File: config.mk
export PLATFORM = sky130hd
export DESIGN_NAME = ternary_mem_arbiter
export DESIGN_NICKNAME = d
export VERILOG_FILES = /design/src/rtl/ternary_mem_arbiter_pkg.sv /design/src/rtl/trit_addr_check.sv /design/src/rtl/ternary_mem_arbiter.sv
export SDC_FILE = /design/constraint.sdc
export NUM_CORES = 1
export LEC_CHECK = 0
export CORE_ASPECT_RATIO = 1.2
export CORE_UTILIZATION = 31
export CTS_CLUSTER_SIZE = 12
export DETAILED_ROUTE_END_ITERATION = 7
export PLACE_DENSITY = 0.8
export SETUP_SLACK_MARGIN = 0.3
export SYNTH_ARGS = -nofsm -noshare
export SYNTH_HDL_FRONTEND = slang
export SYNTH_SLANG_ARGS = --single-unit
File: constraint.sdc
create_clock -name clock -period 2.6 [get_ports clock]
set_input_delay 0.26 -clock clock [delete_from_list [all_inputs] [get_ports clock]]
set_output_delay 0.26 -clock clock [all_outputs]
set_load 0.01 [all_outputs]
File: src/rtl/ternary_mem_arbiter_pkg.sv
// Shared ternary machine constants: word/address sizes, 2-bit trit encodings
// and requester owner codes used by the memory arbiter.
package ternary_mem_arbiter_pkg;

  localparam int WORD_SIZE     = 9;
  localparam int MEM_ADDR_SIZE = 6;

  localparam logic [1:0] TRIT_NEG     = 2'b10;
  localparam logic [1:0] TRIT_ZERO    = 2'b00;
  localparam logic [1:0] TRIT_POS     = 2'b01;
  localparam logic [1:0] TRIT_INVALID = 2'b11;

  localparam logic OWN_LD  = 1'b0;
  localparam logic OWN_CPU = 1'b1;

  function automatic logic trit_is_valid(input logic [1:0] t);
    return (t == TRIT_NEG) || (t == TRIT_ZERO) || (t == TRIT_POS);
  endfunction

endpackage

File: src/rtl/trit_addr_check.sv
// Flags a ternary address that holds at least one invalid (2'b11) trit.
module trit_addr_check
  import ternary_mem_arbiter_pkg::*;
#(
  parameter int N_TRITS = MEM_ADDR_SIZE
) (
  input  logic [2*N_TRITS-1:0] addr,
  output logic                 invalid
);

  always_comb begin
    invalid = 1'b0;
    for (int i = 0; i < N_TRITS; i++) begin
      if (!trit_is_valid(addr[2*i +: 2])) invalid = 1'b1;
    end
  end

endmodule

File: src/rtl/ternary_mem_arbiter.sv
// Round-robin, burst-bounded arbiter sharing the single-port ternary RAM
// between loader and CPU. Optional grant/error counters under MEM_ARB_STATS_EN.
module ternary_mem_arbiter
  import ternary_mem_arbiter_pkg::*;
#(
  parameter int BURST_LEN = 4
) (
  input  logic                       clock,
  input  logic                       reset,
  input  logic                       ld_req,
  input  logic                       ld_we,
  input  logic [2*MEM_ADDR_SIZE-1:0] ld_addr,
  input  logic [2*WORD_SIZE-1:0]     ld_wdata,
  output logic                       ld_gnt,
  output logic                       ld_err,
  input  logic                       cpu_req,
  input  logic                       cpu_we,
  input  logic [2*MEM_ADDR_SIZE-1:0] cpu_addr,
  input  logic [2*WORD_SIZE-1:0]     cpu_wdata,
  output logic                       cpu_gnt,
  output logic                       cpu_err,
  output logic                       rvalid,
  output logic                       rowner,
  output logic                       mem_write,
  output logic                       mem_read,
  output logic [2*MEM_ADDR_SIZE-1:0] mem_addr,
  output logic [2*WORD_SIZE-1:0]     mem_write_data
`ifdef MEM_ARB_STATS_EN
  ,
  output logic [15:0]                ld_grant_cnt,
  output logic [15:0]                cpu_grant_cnt,
  output logic [7:0]                 err_cnt
`endif
);

  typedef enum logic [1:0] {ST_IDLE, ST_OWN_LD, ST_OWN_CPU} state_e;

  localparam logic [3:0] BURST_MAX = 4'(BURST_LEN);

  state_e     state_q, state_d;
  logic [3:0] burst_q, burst_d, burst_inc;
  logic       last_q, last_d;
  logic       rvalid_q, rvalid_d;
  logic       rowner_q, rowner_d;
  logic       gnt_ld, gnt_cpu;
  logic       ld_bad, cpu_bad;

  trit_addr_check #(.N_TRITS(MEM_ADDR_SIZE)) u_ld_check (
    .addr    (ld_addr),
    .invalid (ld_bad)
  );

  trit_addr_check #(.N_TRITS(MEM_ADDR_SIZE)) u_cpu_check (
    .addr    (cpu_addr),
    .invalid (cpu_bad)
  );

  // NOTE: every always_comb output gets a default first, so no path can infer a latch.
  always_comb begin
    state_d   = state_q;
    burst_d   = burst_q;
    last_d    = last_q;
    gnt_ld    = 1'b0;
    gnt_cpu   = 1'b0;
    burst_inc = (burst_q == 4'hF) ? burst_q : burst_q + 4'd1;
    unique case (state_q)
      ST_IDLE: begin
        if (ld_req && (!cpu_req || last_q == OWN_CPU)) begin
          gnt_ld  = 1'b1;
          state_d = ST_OWN_LD;
          burst_d = 4'd1;
        end else if (cpu_req) begin
          gnt_cpu = 1'b1;
          state_d = ST_OWN_CPU;
          burst_d = 4'd1;
        end
      end
      ST_OWN_LD: begin
        if (ld_req && (!cpu_req || burst_q < BURST_MAX)) begin
          gnt_ld  = 1'b1;
          burst_d = burst_inc;
        end else if (cpu_req) begin
          gnt_cpu = 1'b1;
          state_d = ST_OWN_CPU;
          burst_d = 4'd1;
        end else begin
          state_d = ST_IDLE;
          burst_d = 4'd0;
        end
      end
      ST_OWN_CPU: begin
        if (cpu_req && (!ld_req || burst_q < BURST_MAX)) begin
          gnt_cpu = 1'b1;
          burst_d = burst_inc;
        end else if (ld_req) begin
          gnt_ld  = 1'b1;
          state_d = ST_OWN_LD;
          burst_d = 4'd1;
        end else begin
          state_d = ST_IDLE;
          burst_d = 4'd0;
        end
      end
      default: state_d = ST_IDLE;
    endcase
    if (gnt_ld)       last_d = OWN_LD;
    else if (gnt_cpu) last_d = OWN_CPU;
    // Outputs stay quiet while reset is held, whatever the requesters do.
    if (reset) begin
      gnt_ld  = 1'b0;
      gnt_cpu = 1'b0;
    end
  end

  always_comb begin
    mem_addr       = '0;
    mem_write_data = '0;
    mem_write      = 1'b0;
    mem_read       = 1'b0;
    if (gnt_ld) begin
      mem_addr       = ld_addr;
      mem_write_data = ld_wdata;
      mem_write      = ld_we && !ld_bad;
      mem_read       = !ld_we && !ld_bad;
    end else if (gnt_cpu) begin
      mem_addr       = cpu_addr;
      mem_write_data = cpu_wdata;
      mem_write      = cpu_we && !cpu_bad;
      mem_read       = !cpu_we && !cpu_bad;
    end
    rvalid_d = mem_read;
    rowner_d = mem_read ? gnt_cpu : rowner_q;
  end

  assign ld_gnt  = gnt_ld;
  assign cpu_gnt = gnt_cpu;
  assign ld_err  = gnt_ld && ld_bad;
  assign cpu_err = gnt_cpu && cpu_bad;
  // A read granted just before reset is dropped immediately, not one cycle later.
  assign rvalid  = rvalid_q && !reset;
  assign rowner  = rowner_q;

  // NOTE: sequential state uses non-blocking assignments so every flop samples pre-edge values.
  always_ff @(posedge clock) begin
    if (reset) begin
      state_q  <= ST_IDLE;
      burst_q  <= 4'd0;
      last_q   <= OWN_CPU;
      rvalid_q <= 1'b0;
      rowner_q <= OWN_LD;
    end else begin
      state_q  <= state_d;
      burst_q  <= burst_d;
      last_q   <= last_d;
      rvalid_q <= rvalid_d;
      rowner_q <= rowner_d;
    end
  end

`ifdef MEM_ARB_STATS_EN
  logic [15:0] ld_cnt_q, ld_cnt_d, cpu_cnt_q, cpu_cnt_d;
  logic [7:0]  err_cnt_q, err_cnt_d;

  always_comb begin
    ld_cnt_d  = ld_cnt_q;
    cpu_cnt_d = cpu_cnt_q;
    err_cnt_d = err_cnt_q;
    if (gnt_ld && ld_cnt_q != 16'hFFFF)          ld_cnt_d  = ld_cnt_q + 16'd1;
    if (gnt_cpu && cpu_cnt_q != 16'hFFFF)        cpu_cnt_d = cpu_cnt_q + 16'd1;
    if ((ld_err || cpu_err) && err_cnt_q != 8'hFF) err_cnt_d = err_cnt_q + 8'd1;
  end

  always_ff @(posedge clock) begin
    if (reset) begin
      ld_cnt_q  <= '0;
      cpu_cnt_q <= '0;
      err_cnt_q <= '0;
    end else begin
      ld_cnt_q  <= ld_cnt_d;
      cpu_cnt_q <= cpu_cnt_d;
      err_cnt_q <= err_cnt_d;
    end
  end

  assign ld_grant_cnt  = ld_cnt_q;
  assign cpu_grant_cnt = cpu_cnt_q;
  assign err_cnt       = err_cnt_q;
`endif

endmodule
==> flow_summary.json <==
{
  "wl_um": 5650,
  "synth.top_cells.by_area": "a22o_1 23%, dfxtp_1 15%, ha_1 6.5%",
  "die_x_um": 57.9,
  "final_common_cell": "clkdlybuf4s50_1",
  "synth.yosys.seq_area_share": 0.155,
  "syn_nets": 216,
  "netlist_instances": 144,
  "p_leak_nw": 1.16,
  "ys_warn_count": 0,
  "tightest_slew_ns": 0.620,
  "status": "finished with violations",
  "cp_cell_sequence": "inv_4, ha_4, nor2b_4, a21oi_4, a2111oi_4, and3_4, clkbuf_16, a21o_1, buf_2",
  "cp-start-kind": "register",
  "cts_max_path_buffers": 2,
  "grt_pass1_vias": 1739,
  "layout-drive-gt1-share": 0.350,
  "rows": 24,
  "final_cells": 316,
  "finalMaxSlewViolations": 0,
  "finalHoldViolations": 0,
  "setup_viol": 0,
  "path_max_fanout": 7,
  "drtPass1Iterations": 6,
  "cts_made_buffers": 3,
  "synth_area_sq_mm": 0.00116,
  "grt_pass1_wl_um": 8270,
  "yosys.area.top_type": "a22o_1",
  "power_mw": 1.16,
  "ctsRootBufferMaster": "clkbuf_8",
  "cp.arrival_ns": 2.25,
  "start_util": 0.323,
  "area_delta_synth_final_pct": 117,
  "fillers": 278,
  "max-cap-violations": 0,
  "min_period_ns": 2.51,
  "io_pins": 104,
  "grt_max_degree": 18,
  "placed_cells": 298,
  "cpPeakStageDelay_ns": 0.37,
  "path_buf_inv": 3,
  "p_per_area_mw_per_mm2": 459,
  "critPathTopFamily": "compound AO/OA/AOI/OAI gates",
  "gp_congestion": 0.922,
  "clkSlewWorstSetupHoldPaths_ns": 0.05,
  "cts_htree_levels": 1,
  "cts_tree": "built",
  "drt-initial-drc-count": 64,
  "r2r_slack_ns": 0.41,
  "diodes": 0,
  "drc": 2,
  "syn_avg_cell_area_sq_um": 8.08,
  "ant_nets": 0,
  "peakVddDrop_uv": 221,
  "yosys.cell_types.count": 38,
  "min_from": "burst_q[0]",
  "worst_setup_path_end_kind": "output pin",
  "min_path_type": "reg -> reg",
  "r2r-start": "state_q[0]",
  "clock_sinks": 9,
  "synth_edf_count": 0,
  "finalCritPeriodShare": 0.966,
  "wl_per_cell_um": 17.9,
  "fin_skew_ns": 0.00512,
  "required_ns": 2.34,
  "synth-seq-cells": 9,
  "io_buffers": 103,
  "die_area_sq_mm": 0.00400,
  "vias_per_cell": 5.56,
  "violations": "design-rule violations",
  "fmax_mhz": 398,
  "core_area_sq_mm": 0.00360,
  "dpl-instance-area_sq_mm": 0.00234,
  "antenna_found_initial": 0,
  "synth_top_area_share": 0.226,
  "insertion_delay_ns": 0.24,
  "crit_path_top_delay_cell": "and3_4",
  "dp_hpwl_um": 4220,
  "crit_path_start": "state_q[0]",
  "slew_headroom": 0.585,
  "final_cell_mix": "67 x clkdlybuf4s50_1, 32 x buf_2, 30 x a22o_1",
  "grt_setup_unrepaired": "yes",
  "async_reset_ff_frac": 0,
  "overflow": 0,
  "track_usage": 0.269,
  "dr_total_vias": 1757,
  "synth_ff_type": "dfxtp_1",
  "crit_type": "reg -> out",
  "final_area_sq_mm": 0.00253,
  "cts-hold-fix-buffers": 0,
  "fp.dieH_um": 69.1,
  "finalNetCount": 350
}
-- repair_timing --
action | 4_1_cts | 5_1_grt
pin swaps | 10 | 23
buffers inserted | 7 | 3
resized for setup | 157 | 19
cloned | 2 | 2
setup endpoints to repair | 36 | 35
-- registers in the layout, indices dropped and copies added (netlist names) --
| signal | count |
|---|---|
| state_q | 2 |
| burst_q | 4 |
| rowner | 1 |
| last_q | 1 |
| rvalid_q | 1 |
-- per-layer routing --
metal | vias to the layer above | GRT usage | routed length [um]
li1 | 832 | - | -
met1 | 817 | 0.270 | 1890
met2 | 86 | 0.501 | 3040
met3 | 22 | 0.0901 | 477
met4 | 0 | 0.0873 | 242
met5 | - | 0 | 0
-- per-stage QoR --
step	util	hold WS [ns]	setup TNS [ns]	setup slack (ns)
6_report	0.701	0.492	0	0.0878
5_1_grt	0.701	0.527	0	0.0397
4_1_cts	0.660	0.496	0	0.100
3_5_place_dp	0.649	0.490	-3.11	-0.122
3_3_place_gp	0.649	0.482	-2.96	-0.117
2_1_floorplan	-	0.463	0	0.313
-- synthesized netlist by cell type, drive strengths merged (3+ instances only) --
cell    count
a22o       30
a21oi      10
dfxtp       9
inv         9
buf         8
nand2       8
nor2        8
o21ai       7
a22oi       6
ha          6
and3        4
nand2b      4
a211oi      3
a31oi       3
mux2i       3
nand3       3
nor3b       3
-- power by group --
group | switching (mW) | internal (mW) | total [mW] | leakage, nW
sequential | 0.0240 | 0.157 | 0.181 | 0.0748
clock | 0.0594 | 0.107 | 0.167 | 0.0228
combinational | 0.358 | 0.453 | 0.811 | 1.06
-- worst paths after layout --
path / endpoint / cells past startpoint
hold / removal: burst_q[0] / 2
setup reg to reg: rowner / 9
hold reg to reg: burst_q[0] / 2
setup / recovery: mem_read / 9
-- cells by family after synthesis --
family	synth area share
adders and majority gates	0.0645
and+or+nand+nor	0.187
buffers and inverters	0.0978
DFF	0.155
AOI/OAI and AO/OA	0.470
muxes	0.0258
-- tightest hold or removal path, cell delays in order (launching register included) --
cell and delay, ns:
dfxtp_1 0.33, nand2_1 0.06, a21oi_1 0.05
-- final cells by class --
cell class,count,area (sq um),share of cell area
inverter,9,38.8,0.0154
clock buffer,4,45.0,0.0178
sequential,9,188,0.0743
timing repair buffer,138,1230,0.489
tap,39,48.8,0.0193
multi-input combinational,117,971,0.384
Power figures use the tool's default switching activity.
